### config.mk
export PLATFORM = sky130hd
export DESIGN_NAME = frame3_serializer
export DESIGN_NICKNAME = d
export VERILOG_FILES = /design/src/rtl/frame3_pkg.sv /design/src/rtl/frame3_serializer_phase_ctr3.sv /design/src/rtl/frame3_serializer.sv
export SDC_FILE = /design/constraint.sdc
export NUM_CORES = 1
export LEC_CHECK = 0
export BUFFER_PORTS_ARGS = -buffer_cell sky130_fd_sc_hd__buf_2
export CAP_MARGIN = 20
export CORE_MARGIN = 10
export CORE_UTILIZATION = 51
export CTS_BUF_LIST = sky130_fd_sc_hd__clkbuf_16
export CTS_CLUSTER_DIAMETER = 150
export DETAILED_ROUTE_END_ITERATION = 8
export PLACE_DENSITY = 0.74
export SETUP_SLACK_MARGIN = 0.1
export SLEW_MARGIN = 20
export SYNTH_ARGS = -nofsm -noshare
export SYNTH_HDL_FRONTEND = slang
export SYNTH_SLANG_ARGS = --single-unit
### constraint.sdc
create_clock -name Clk -period 2.7 [get_ports Clk]
set_input_delay 0.54 -clock Clk [delete_from_list [all_inputs] [get_ports Clk]]
set_output_delay 0.54 -clock Clk [all_outputs]
set_load 0.005 [all_outputs]
### src/rtl/frame3_pkg.sv
// Shared types, constants and the symbol-select helper for the 3-symbol frame
// serializer.
package frame3_pkg;

   typedef enum logic {
      IDLE  = 1'b0,
      SHIFT = 1'b1
   } state_t;

   localparam int PHASE_W = 2;
   localparam logic [PHASE_W-1:0] PHASE_LAST = 2'd2;

   // Widest symbol the select helper handles; callers zero-extend their frame.
   localparam int SYM_MAX = 64;

   // Symbol k of a frame of w-bit symbols; the caller truncates to its own width.
   function automatic logic [SYM_MAX-1:0] frame3_sym(
      input logic [3*SYM_MAX-1:0] frame,
      input int unsigned          w,
      input logic [PHASE_W-1:0]   k
   );
      logic [3*SYM_MAX-1:0] sh;
      sh = frame >> (32'(k) * w);
      return sh[SYM_MAX-1:0];
   endfunction

endpackage

### src/rtl/frame3_serializer_phase_ctr3.sv
// Mod-3 phase counter: 0 -> 1 -> 2 -> 0. Clr forces phase 0 and wins over En.
module phase_ctr3
   import frame3_pkg::*;
(
   input  logic               Clk,
   input  logic               Reset,
   input  logic               En,
   input  logic               Clr,
   output logic [PHASE_W-1:0] Phase,
   output logic               Last
);

   // Advance on En, wrapping after phase 2 so the value 3 never occurs.
   always_ff @(posedge Clk) begin
      if (Reset || Clr)
         Phase <= '0;
      else if (En)
         Phase <= Last ? '0 : Phase + 2'd1;
   end

   assign Last = (Phase == PHASE_LAST);

endmodule

### src/rtl/frame3_serializer.sv
// Accepts one 3-symbol frame over valid/ready and emits it one W-bit symbol per
// phase (0,1,2). InReady is combinational on OutReady at phase 2 so frames can
// run back-to-back without a bubble.
// Optional feature: define FRAME3_PARITY_EN to add OutPar = ^OutSym.
module frame3_serializer
   import frame3_pkg::*;
#(
   parameter int W = 8
) (
   input  logic           Clk,
   input  logic           Reset,
   input  logic [3*W-1:0] InData,
   input  logic           InValid,
   output logic           InReady,
   output logic [W-1:0]   OutSym,
   output logic [1:0]     OutPhase,
   output logic           OutValid,
   input  logic           OutReady,
   output logic           FrameDone
`ifdef FRAME3_PARITY_EN
   ,
   output logic           OutPar
`endif
);

   state_t             state;
   logic [3*W-1:0]     frame_q;
   logic [PHASE_W-1:0] phase;
   logic               last;
   logic               in_acc;
   logic               out_acc;
   logic               load_sym;
   logic               take_new;
   logic [PHASE_W-1:0] next_k;
   logic [3*W-1:0]     frame_src;
   logic [W-1:0]       next_sym;

   assign InReady  = (state == IDLE) || (last && OutReady);
   assign in_acc   = InValid && InReady;
   assign out_acc  = OutValid && OutReady;
   assign load_sym = (state == IDLE) ? in_acc : out_acc;
   assign OutPhase = phase;

   phase_ctr3 u_phase (
      .Clk   (Clk),
      .Reset (Reset),
      .En    (out_acc),
      .Clr   (in_acc),
      .Phase (phase),
      .Last  (last)
   );

   // Pick the symbol shown next: symbol 0 of the incoming frame when a new
   // frame is being taken, otherwise the following symbol of the held frame.
   always_comb begin
      take_new  = (state == IDLE) || last;
      frame_src = take_new ? InData : frame_q;
      next_k    = take_new ? '0 : phase + 2'd1;
      next_sym  = W'(frame3_sym((3*SYM_MAX)'(frame_src), W, next_k));
   end

   // Control FSM with frame register and registered symbol outputs.
   always_ff @(posedge Clk) begin
      if (Reset) begin
         state     <= IDLE;
         OutValid  <= 1'b0;
         OutSym    <= '0;
         FrameDone <= 1'b0;
      end else begin
         FrameDone <= 1'b0;
         if (load_sym)
            OutSym <= next_sym;
         case (state)
            IDLE: begin
               if (in_acc) begin
                  frame_q  <= InData;
                  OutValid <= 1'b1;
                  state    <= SHIFT;
               end
            end
            SHIFT: begin
               if (out_acc && last) begin
                  FrameDone <= 1'b1;
                  if (in_acc) begin
                     frame_q <= InData;
                  end else begin
                     OutValid <= 1'b0;
                     state    <= IDLE;
                  end
               end
            end
            default: state <= IDLE;
         endcase
      end
   end

`ifdef FRAME3_PARITY_EN
   // Parity register tracks OutSym load-for-load.
   always_ff @(posedge Clk) begin
      if (Reset)
         OutPar <= 1'b0;
      else if (load_sym)
         OutPar <= ^next_sym;
   end
`endif

endmodule

==> reports/qor.txt, run 1 <==
status: complete, no violations
instance count of the mapped netlist: 114
clock buffer depth: 2
H-Tree Depth: 2
final setup vio count: 0
die area: 5720 µm²
CP peak stage delay: 300 ps
FF-to-FF path depth: 6
WL per Instance: 17.5 µm
vias per cell: 5.58
period utilisation layout: 73.2%
clk slew on worst S/H paths: 50 ps
row count: 20
Syn Nets: 146
relative slew slack: 70.0%
Post-Route Utilization: 64.1%
Post-CTS Setup Inserts: 0
synthesized area per cell: 13.8 µm²
critical path depth: 6
via count: 1,061
chip width: 75.6 µm
final worst slack: 725 ps
grt ovf: 0
final wirelength: 3330 µm
Slew Limit Fails: 0
Crit path top cell by count: nand2_1
Worst Hold Class: in -> reg
Buffers on Ports: 40
Startpoint Class: flop
commonest non-fill, non-tap cell in the layout: buf_2
actual slew at the worst max-slew pin: 451 ps
Max stage delay cell, worst path: dfxtp_1
ordered cell list for the critical path: buf_4 -> inv_1 -> ha_1 -> nand2_1 -> nand2_1 -> buf_2
clock skew: 2.59 ps
I/O pins: 41
hpwl dp: 2460 µm
post-cts resize count: 0
largest net degree at the start of global routing: 25
cts hold-fix bufs: 0
# diodes: 0
Core ar.: 3000 µm²
Crit path buffers/inverters: 3
placer congestion estimate: 0.744
first-pass GRT wire length: 5360 µm
layout cell share with drive strength beyond 1: 42.0%
Initial Utilization: 52.5%
unrepaired setup endpoints after global routing: no
DR WL met3: 292 µm
Post-Syn Area: 1580 µm²
Crit Path Max Fanout: 13
Root Driver: clkbuf_16
post-layout net count: 189
met2 routed WL: 1670 µm
Worst Hold Depth: 1
Synth cell types: 26
CTS tree: built
Peak VDD IR: 0.442 mV
top sig layer: met4
final setup TNS: 0 ps
wire length on met1: 1330 µm
Yosys reg bits: 37
Post-Place Setup Slack: 825 ps
leakage power total: 0.732 nW
commonest non-fill, non-tap cells in the layout: buf_2, edfxtp_1, dfxtp_1, nand2_1, nor3_1
initial drt markers: 88
router iterations before antenna repair: 4
P&R area growth vs syn: 22.1%
Routed Antenna Nets: 0
post-layout minimum cycle time: 1980 ps
number of global-route vias before repair: 1,142
final hold vios: 0
GRT Util Overall: 12.9%
WP data arrival: 1440 ps
YS warnings: 0
Skew-Pair Late Insertion Delay: 270 ps
CTS buffer count: 5
Remaining DRCs: 0
CTS Sinks: 37
Worst Setup End Kind: primary output
sequential area share after synthesis: 62.2%
WS Path Type: reg -> out
initial antenna violation count: 0
die height: 75.6 µm
Power Dens Cells: 671 nW/µm²
total power draw: 1.29 mW
CP delay by family, top: buffers and inverters
required time of the critical path: 2160 ps
max cap viols: 0
highest clock rate: 506 MHz
==> cell type report <==
class	instances	area, µm²
Fill cell	240	1080
Clock buffer	5	125
Tap cell	33	41.3
Clock inverter	2	7.51
Multi-Input combinational cell	68	541
Sequential cell	37	981
Inverter	2	7.51
Timing Repair Buffer	43	223
==> where the power goes <==
group / switching [mW] / leakage (nW) / internal, mW
logic: 0.0663 / 0.334 / 0.0596
clock network: 0.190 / 0.0685 / 0.329
registers: 0.0132 / 0.329 / 0.634
total: 0.269 / 0.732 / 1.02
==> routing by layer <==
metal  global-route usage (%)  vias up
li1                         -      523
met1                     13.8      500
met2                     21.1       34
met3                     6.12        4
met4                     5.98        0
met5                        0        -
==> cells by family after synthesis <==
family / after synthesis / synth area share, %
mux: 8 / 5.71
compound gates: 20 / 13.2
flops: 37 / 62.2
simple gates: 36 / 12.0
buf+inv: 9 / 3.73
fa+ha+maj: 4 / 3.17
==> registers in the layout (all words and copies together), names as in the netlist <==
| signal | count |
|---|---|
| frame_q | 24 |
| OutSym | 8 |
| u_phase.Phase | 2 |
| FrameDone | 1 |
| OutValid | 1 |
| state | 1 |
==> through the flow <==
step	cell area, µm²	hold WS (ps)	instances
finish	1930	438	190
global route	1930	428	190
CTS	1930	432	190
floorplan	1580	504	114
global placement	1790	525	183
detailed placement	1790	556	183
==> cells in the mapped netlist <==
library cell	n	area, µm²
a21oi_1	2	10.0
and3_1	1	6.26
nor3b_4	1	18.8
nor2_1	3	11.3
buf_2	1	5.00
a311oi_2	7	105
nand2_1	12	45.0
nand2b_1	2	12.5
inv_1	2	7.51
mux2_2	8	90.1
a222oi_1	1	10.0
a211oi_2	1	12.5
edfxtp_1	24	721
nor3_1	9	45.0
or2_1	1	6.26
buf_1	2	7.51
ha_1	4	50.1
clkbuf_2	1	5.00
nor2b_1	1	6.26
a221oi_1	2	17.5
nor3b_1	1	7.51
nand3_1	4	20.0
a22oi_1	7	52.6
dfxtp_1	13	260
and4b_1	1	10.0
buf_6	3	33.8
==> final timing paths <==
check	startpoint	to	slack [ps]
setup reg to reg	u_phase.Phase[0]	OutSym[2]	800
hold reg to reg	u_phase.Phase[1]	u_phase.Phase[1]	560
setup / recovery	u_phase.Phase[0]	InReady	720
hold / removal	InData[23]	frame_q[23]	440
Note: power is estimated with default switching activity, not from simulation.
==> inputs of run 2 (changes only) <==
ABC_AREA = 1   (was not set)
CORE_UTILIZATION = 47   (was 51)
PLACE_DENSITY = 0.71   (was 0.74)
clock period = 1.68 ns   (was 2.7 ns; I/O delays follow)
==> run 2 against run 1 <==
Effect of this change: sequential power is 59% higher; critical path depth rose by 3; non-clock buffer count is 20 higher; sequential share of layout area is 10 points lower; sequential cell count unchanged; register-to-register slack lost 660 ps; routed wire length grew 27%; combinational power increased by 150%; critical path type is now reg -> reg; largest power group unchanged.
==> reports/qor.txt, run 2 <==
Routed Antenna Nets: 0
post-synth top area cell: edfxtp_1
final setup vio count: 0
WS Path Type: reg -> reg
final wirelength: 4220 µm
clk slew on worst S/H paths: 50 ps
router iterations before antenna repair: 5
Largest regs: frame_q: 24 flops, OutSym: 8 flops, u_phase.Phase: 2 flops
net switching power: 535 µW
most used routing layer: met2
H-Tree Depth: 2
sequential area share after synthesis: 58.1%
unrepaired setup endpoints after global routing: yes
post-layout minimum cycle time: 1540 ps
Power Dens Cells: 981 nW/µm²
highest clock rate: 651 MHz
synthesized area per cell: 8.79 µm²
grt ovf: 0
top area cells in the synthesized netlist: edfxtp_1, nand2_1, dfxtp_1, a21oi_1, nand3_1
GRT Util Overall: 13.7%
r2r startpoint: u_phase.Phase[0]
Critical Path Start: u_phase.Phase[0]
instance count of the mapped netlist: 192
Initial Utilization: 49.4%
CTS buffer count: 5
Worst Hold Class: in -> reg
Skew-Pair Late Insertion Delay: 280 ps
top cells by count, synth: nand2_1, edfxtp_1, a21oi_1
commonest non-fill, non-tap cells in the layout: nand2_1, buf_2, edfxtp_1, buf_4, inv_1
Largest register FFs: 24
I/O pins: 41
Net Sw Frac: 22.6%
period utilisation layout: 91.4%
leakage power total: 1.11 nW
Min-Delay Startpoint: InData[14]
die height: 79.9 µm
Placed Cells: 290
Top reg by flops: frame_q
routing usage on met1: 16.4%
EDFF count, synth: 24
top-area cell type share of the netlist area: 42.7%
WL per Instance: 13.8 µm
chip width: 79.9 µm
Core ar.: 3420 µm²
initial antenna violation count: 0
row count: 21
placer congestion estimate: 0.729
YS warnings: 0
combinational power share: 13.2%
WP data arrival: 1740 ps
Root Driver: clkbuf_16
post-layout net count: 292
Syn Nets: 224
Synth async-reset ratio: 0%
Slew Limit Fails: 0
Buffers on Ports: 40
CTS Sinks: 37
required time of the critical path: 1890 ps
final worst slack: 144 ps
proportion of power drawn by flip-flops and latches: 43.6%
Post-Route Utilization: 70.8%
Remaining DRCs: 0
Peak VDD IR: 0.873 mV
cts hold-fix bufs: 0
max cap viols: 0
clock buffer depth: 2
CTS tree: built
layout cell share with drive strength beyond 1: 37.5%
most common cell in the netlist: nand2_1
relative slew slack: 78.8%
clock skew: 2.45 ps
final hold vios: 0
P_int: 1.84 mW
Synth cell types: 18
Yosys reg bits: 37
# diodes: 0
clock group share of total power: 43.2%
vias per cell: 4.96
Post-Place Setup Slack: -353 ps
via count: 1,523
die area: 6390 µm²
post-route insts no fill: 307
Worst Setup End Kind: flop
status: complete, no violations
first-pass GRT wire length: 6810 µm
hpwl dp: 2810 µm
initial drt markers: 89
number of global-route vias before repair: 1,473
actual slew at the worst max-slew pin: 318 ps
P&R area growth vs syn: 43.3%
largest net degree at the start of global routing: 13
Post-Syn Area: 1690 µm²
met2 Use GR: 21.3%
commonest non-fill, non-tap cell in the layout: nand2_1
Crit Path Max Fanout: 8
Startpoint Class: flop
most common flop cell mapped by yosys: edfxtp_1
M3 GR Usage: 5.52%
[run 2: cell count changes after synthesis, moves of 7 or more]
cell      before  now
a21oi_1        2   19
a22oi_1        7    0
a311oi_2       7    0
inv_1          2   13
mux2_2         8    0
nand2_1       12   82
nand3_1        4   12
nor3_1         9    1
o21ai_0        0    8
[run 2: final timing paths]
kind / to / depth (start not counted) / slack, ps
worst max-delay path: OutSym[3] / 9 / 140
worst min-delay path: frame_q[14] / 1 / 230
worst max register to register: OutSym[3] / 9 / 140
worst min register to register: OutSym[0] / 2 / 560
[run 2: stage by stage]
| step | setup TNS (ps) | area (µm²) | power (mW) | hold WS, ps |
|---|---|---|---|---|
| final | 0 | 2420 | 2.37 | 230 |
| after global routing | 0 | 2420 | 2.47 | 222 |
| after CTS | 0 | 2330 | 2.37 | 225 |
| after detailed placement | -8460 | 2080 | 1.32 | 514 |
| after global placement | -7990 | 2080 | 1.32 | 513 |
| after floorplan | -3470 | 1720 | 1.20 | 408 |
[run 2: what timing repair did]
action | 4_1_cts | 5_1_grt
gates cloned | 1 | 0
setup buffers | 7 | 1
pin swaps | 3 | 8
hold endpoints to repair | 0 | 0
resized for setup | 2 | 18
endpoints found under the setup margin | 32 | 32
[run 2: worst max-delay path, cell delays in order, from the launching register on]
cell and delay, ps:
dfxtp_2 350, inv_4 40, buf_6 120, ha_4 170, inv_4 80, buf_6 110
nand3_4 70, nor2_4 280, a21oi_2 100, a21oi_1 150
[run 2: area by class of cell]
cell class | instances | area (µm²)
inverters | 16 | 65.1
well taps | 46 | 57.6
clock inverters | 3 | 37.5
clock buffers | 5 | 125
fillers | 272 | 997
flip-flops and latches | 37 | 983
repair buffers | 63 | 397
multi-input cells | 137 | 753
[run 2: power by group through the flow]
stage / registers [mW] / logic, mW / clock network [mW]
after detailed placement: 1.05 / 0.268 / 0
after CTS: 1.03 / 0.296 / 1.04
after global placement: 1.05 / 0.264 / 0
after global routing: 1.04 / 0.356 / 1.08
after floorplan: 1.05 / 0.142 / 0
final: 1.03 / 0.313 / 1.03
[run 2: layer usage]
layer  share of wire (%)  up-vias
met5                   0        -
met4                0.64        0
met3                 7.5        2
met2                  50       58
met1                  42      693
li1                    -      770
[run 2: kinds of logic after synthesis]
logic type | synth area share, %
compound gates | 8.01
fa+ha+maj | 2.97
buf+inv | 4.60
flops | 58.1
simple gates | 26.3
==> inputs of run 3 (changes only) <==
CORE_UTILIZATION = 48   (was 47)
PLACE_DENSITY = 0.72   (was 0.71)
SYNTH_HIERARCHICAL = 1   (was not set)
==> run 3 against run 2 <==
Effect of this change: cell count fell by 1.6%; sequential share of layout area rose by 2.8 points; core utilization fell by 8.5 points; first-iteration DRC count fell by 28%; non-clock buffer count fell by 12; die area rose by 2.9%; area after synthesis rose by 6.2%; final area fell by 6.4%; sequential cell count did not move; combinational power barely moved.
==> reports/qor.txt, run 3 <==
clock buffer depth: 2
ordered cell list for the critical path: inv_4 -> nor2_4 -> inv_4 -> o21ai_2 -> nand2_2 -> nor2_4 -> clkbuf_16
Power Dens Cells: 978 nW/µm²
initial antenna violation count: 0
I/O pins: 41
placed inst area: 2070 µm²
H-Tree Depth: 2
router iterations before antenna repair: 4
post-layout net count: 281
Min-Delay Startpoint: InData[15]
chip width: 81.1 µm
Largest register FFs: 24
synthesized area per cell: 8.83 µm²
clock skew: 3.93 ps
Worst Hold Class: in -> reg
commonest non-fill, non-tap cells in the layout: nand2_1, buf_2, edfxtp_1, nor2_1, inv_1
# diodes: 0
vias per cell: 4.96
RR Endpoint: frame_q[0]
Core ar.: 3630 µm²
CTS buffer count: 5
Routed Antenna Nets: 0
M3 GR Usage: 3.20%
max cap viols: 0
unrepaired setup endpoints after global routing: no
met2 Use GR: 20.6%
YS warnings: 6
Synth cell types: 24
most common cell in the netlist: nand2_1
placer congestion estimate: 0.780
clk slew on worst S/H paths: 50 ps
Buffers on Ports: 40
Layout fillers: 320
WL per Instance: 14.4 µm
CTS Sinks: 37
top-area cell type share of the netlist area: 40.2%
final hold vios: 0
top area cells in the synthesized netlist: edfxtp_1, dfxtp_1, nand2_1, nand3_1, nor2_1
CP peak stage delay: 370 ps
Worst Setup End Kind: flop
Post-Syn Area: 1790 µm²
via count: 1,499
r2r startpoint: u_phase/Phase[1]
period utilisation layout: 90.3%
post-layout minimum cycle time: 1520 ps
sequential area share after synthesis: 54.7%
status: complete, no violations
Startpoint Class: flop
hpwl dp: 2920 µm
Largest regs: frame_q: 24 flops, OutSym: 8 flops, u_phase/Phase: 2 flops
Root Driver: clkbuf_16
die area: 6580 µm²
first-pass GRT wire length: 6830 µm
instance count of the mapped netlist: 203
GRT Util Overall: 13.5%
largest net degree at the start of global routing: 25
leakage power total: 1.00 nW
R2R Setup Slk: 160 ps
EDFF count, synth: 24
post-synth top area cell: edfxtp_1
Max stage delay cell, worst path: dfxtp_4
initial drt markers: 64
Syn Nets: 231
fin area: 2260 µm²
final setup vio count: 0
die height: 81.1 µm
Synth async-reset ratio: 0%
layout cell share with drive strength beyond 1: 31.9%
Top reg by flops: frame_q
Initial Utilization: 49.3%
P&R area growth vs syn: 26.4%
most used routing layer: met2
relative slew slack: 73.4%
commonest non-fill, non-tap cell in the layout: nand2_1
Post-Place Setup Slack: 167 ps
WS Path Type: reg -> reg
Remaining DRCs: 0
grt ovf: 0
actual slew at the worst max-slew pin: 398 ps
Yosys reg bits: 37
most common flop cell mapped by yosys: edfxtp_1
CTS tree: built
final worst slack: 163 ps
cts hold-fix bufs: 0
WP data arrival: 1510 ps
hold path endpoint: frame_q[15]
highest clock rate: 659 MHz
routing usage on met1: 17.2%
number of global-route vias before repair: 1,454
Slew Limit Fails: 0
Skew-Pair Late Insertion Delay: 280 ps
required time of the critical path: 1670 ps
final wirelength: 4360 µm
row count: 22
top cells by count, synth: nand2_1, edfxtp_1, nor2_1
Worst Hold Depth: 1
Crit Path Max Fanout: 6
Peak VDD IR: 0.626 mV
FF-to-FF path depth: 7
[run 3: logic make-up after synthesis]
kind of cell	count (synthesis)	synth area share [%]
AND/OR/NAND/NOR	120	31.6
buffers and inverters	25	7.75
AO/OA/AOI/OAI	21	5.87
flip-flops	37	54.7
[run 3: area by class of cell]
class                           instances  area (µm²)  area share [%]
Tap cell                               48        60.1            2.65
Sequential cell                        37         985            43.5
Timing Repair Buffer                   51         317            14.0
Multi-Input combinational cell        141         698            30.8
Inverter                               17        68.8            3.04
Clock buffer                            5         125            5.52
Clock inverter                          3        11.3           0.497
[run 3: stage by stage]
step	power (mW)	util [%]	instances	hold slack (ps)	TNS, ps
2_1_floorplan	1.26	-	203	405	-2100
3_3_place_gp	1.36	57.0	290	491	0
3_5_place_dp	1.36	57.0	290	496	0
4_1_cts	2.23	60.7	298	224	0
5_1_grt	2.33	62.3	302	226	0
6_report	2.21	62.3	302	232	0
[run 3: worst max path at each step]
stage                      from     endpoint  slack (ps)  depth (start not counted)
6_report       u_phase/Phase[1]   frame_q[0]         160                          7
5_1_grt        u_phase/Phase[1]  frame_q[18]         100                          7
4_1_cts        u_phase/Phase[1]  frame_q[13]         170                          7
3_5_place_dp   u_phase/Phase[1]  frame_q[15]         170                          7
3_3_place_gp   u_phase/Phase[1]   frame_q[7]         210                          7
2_1_floorplan  u_phase/Phase[1]   frame_q[0]         -90                          7
[run 3: repair_timing]
action | in CTS | in global routing
endpoints found under the setup margin | 0 | 24
setup buffers | 0 | 2
gates resized for setup | 0 | 3
[run 3: report_power, final]
part           total [mW]  switching, mW  internal (mW)
clock               0.853          0.321          0.532
sequential           1.05         0.0253           1.02
combinational       0.315          0.182          0.133
total                2.21          0.528           1.69
[run 3: routing by layer]
layer  routed length, µm  part of all wire, %
met1                1900                   44
met2                2130                   49
met3                 243                  5.6
met4                  83                  1.9
met5                   0                    0
[run 3: critical path, delay by kind of cell (launching register included)]
| kind | cells | cell delay [ps] |
|---|---|---|
| compound gates | 1 | 150 |
| buf+inv | 3 | 300 |
| flops | 1 | 370 |
| simple gates | 3 | 400 |
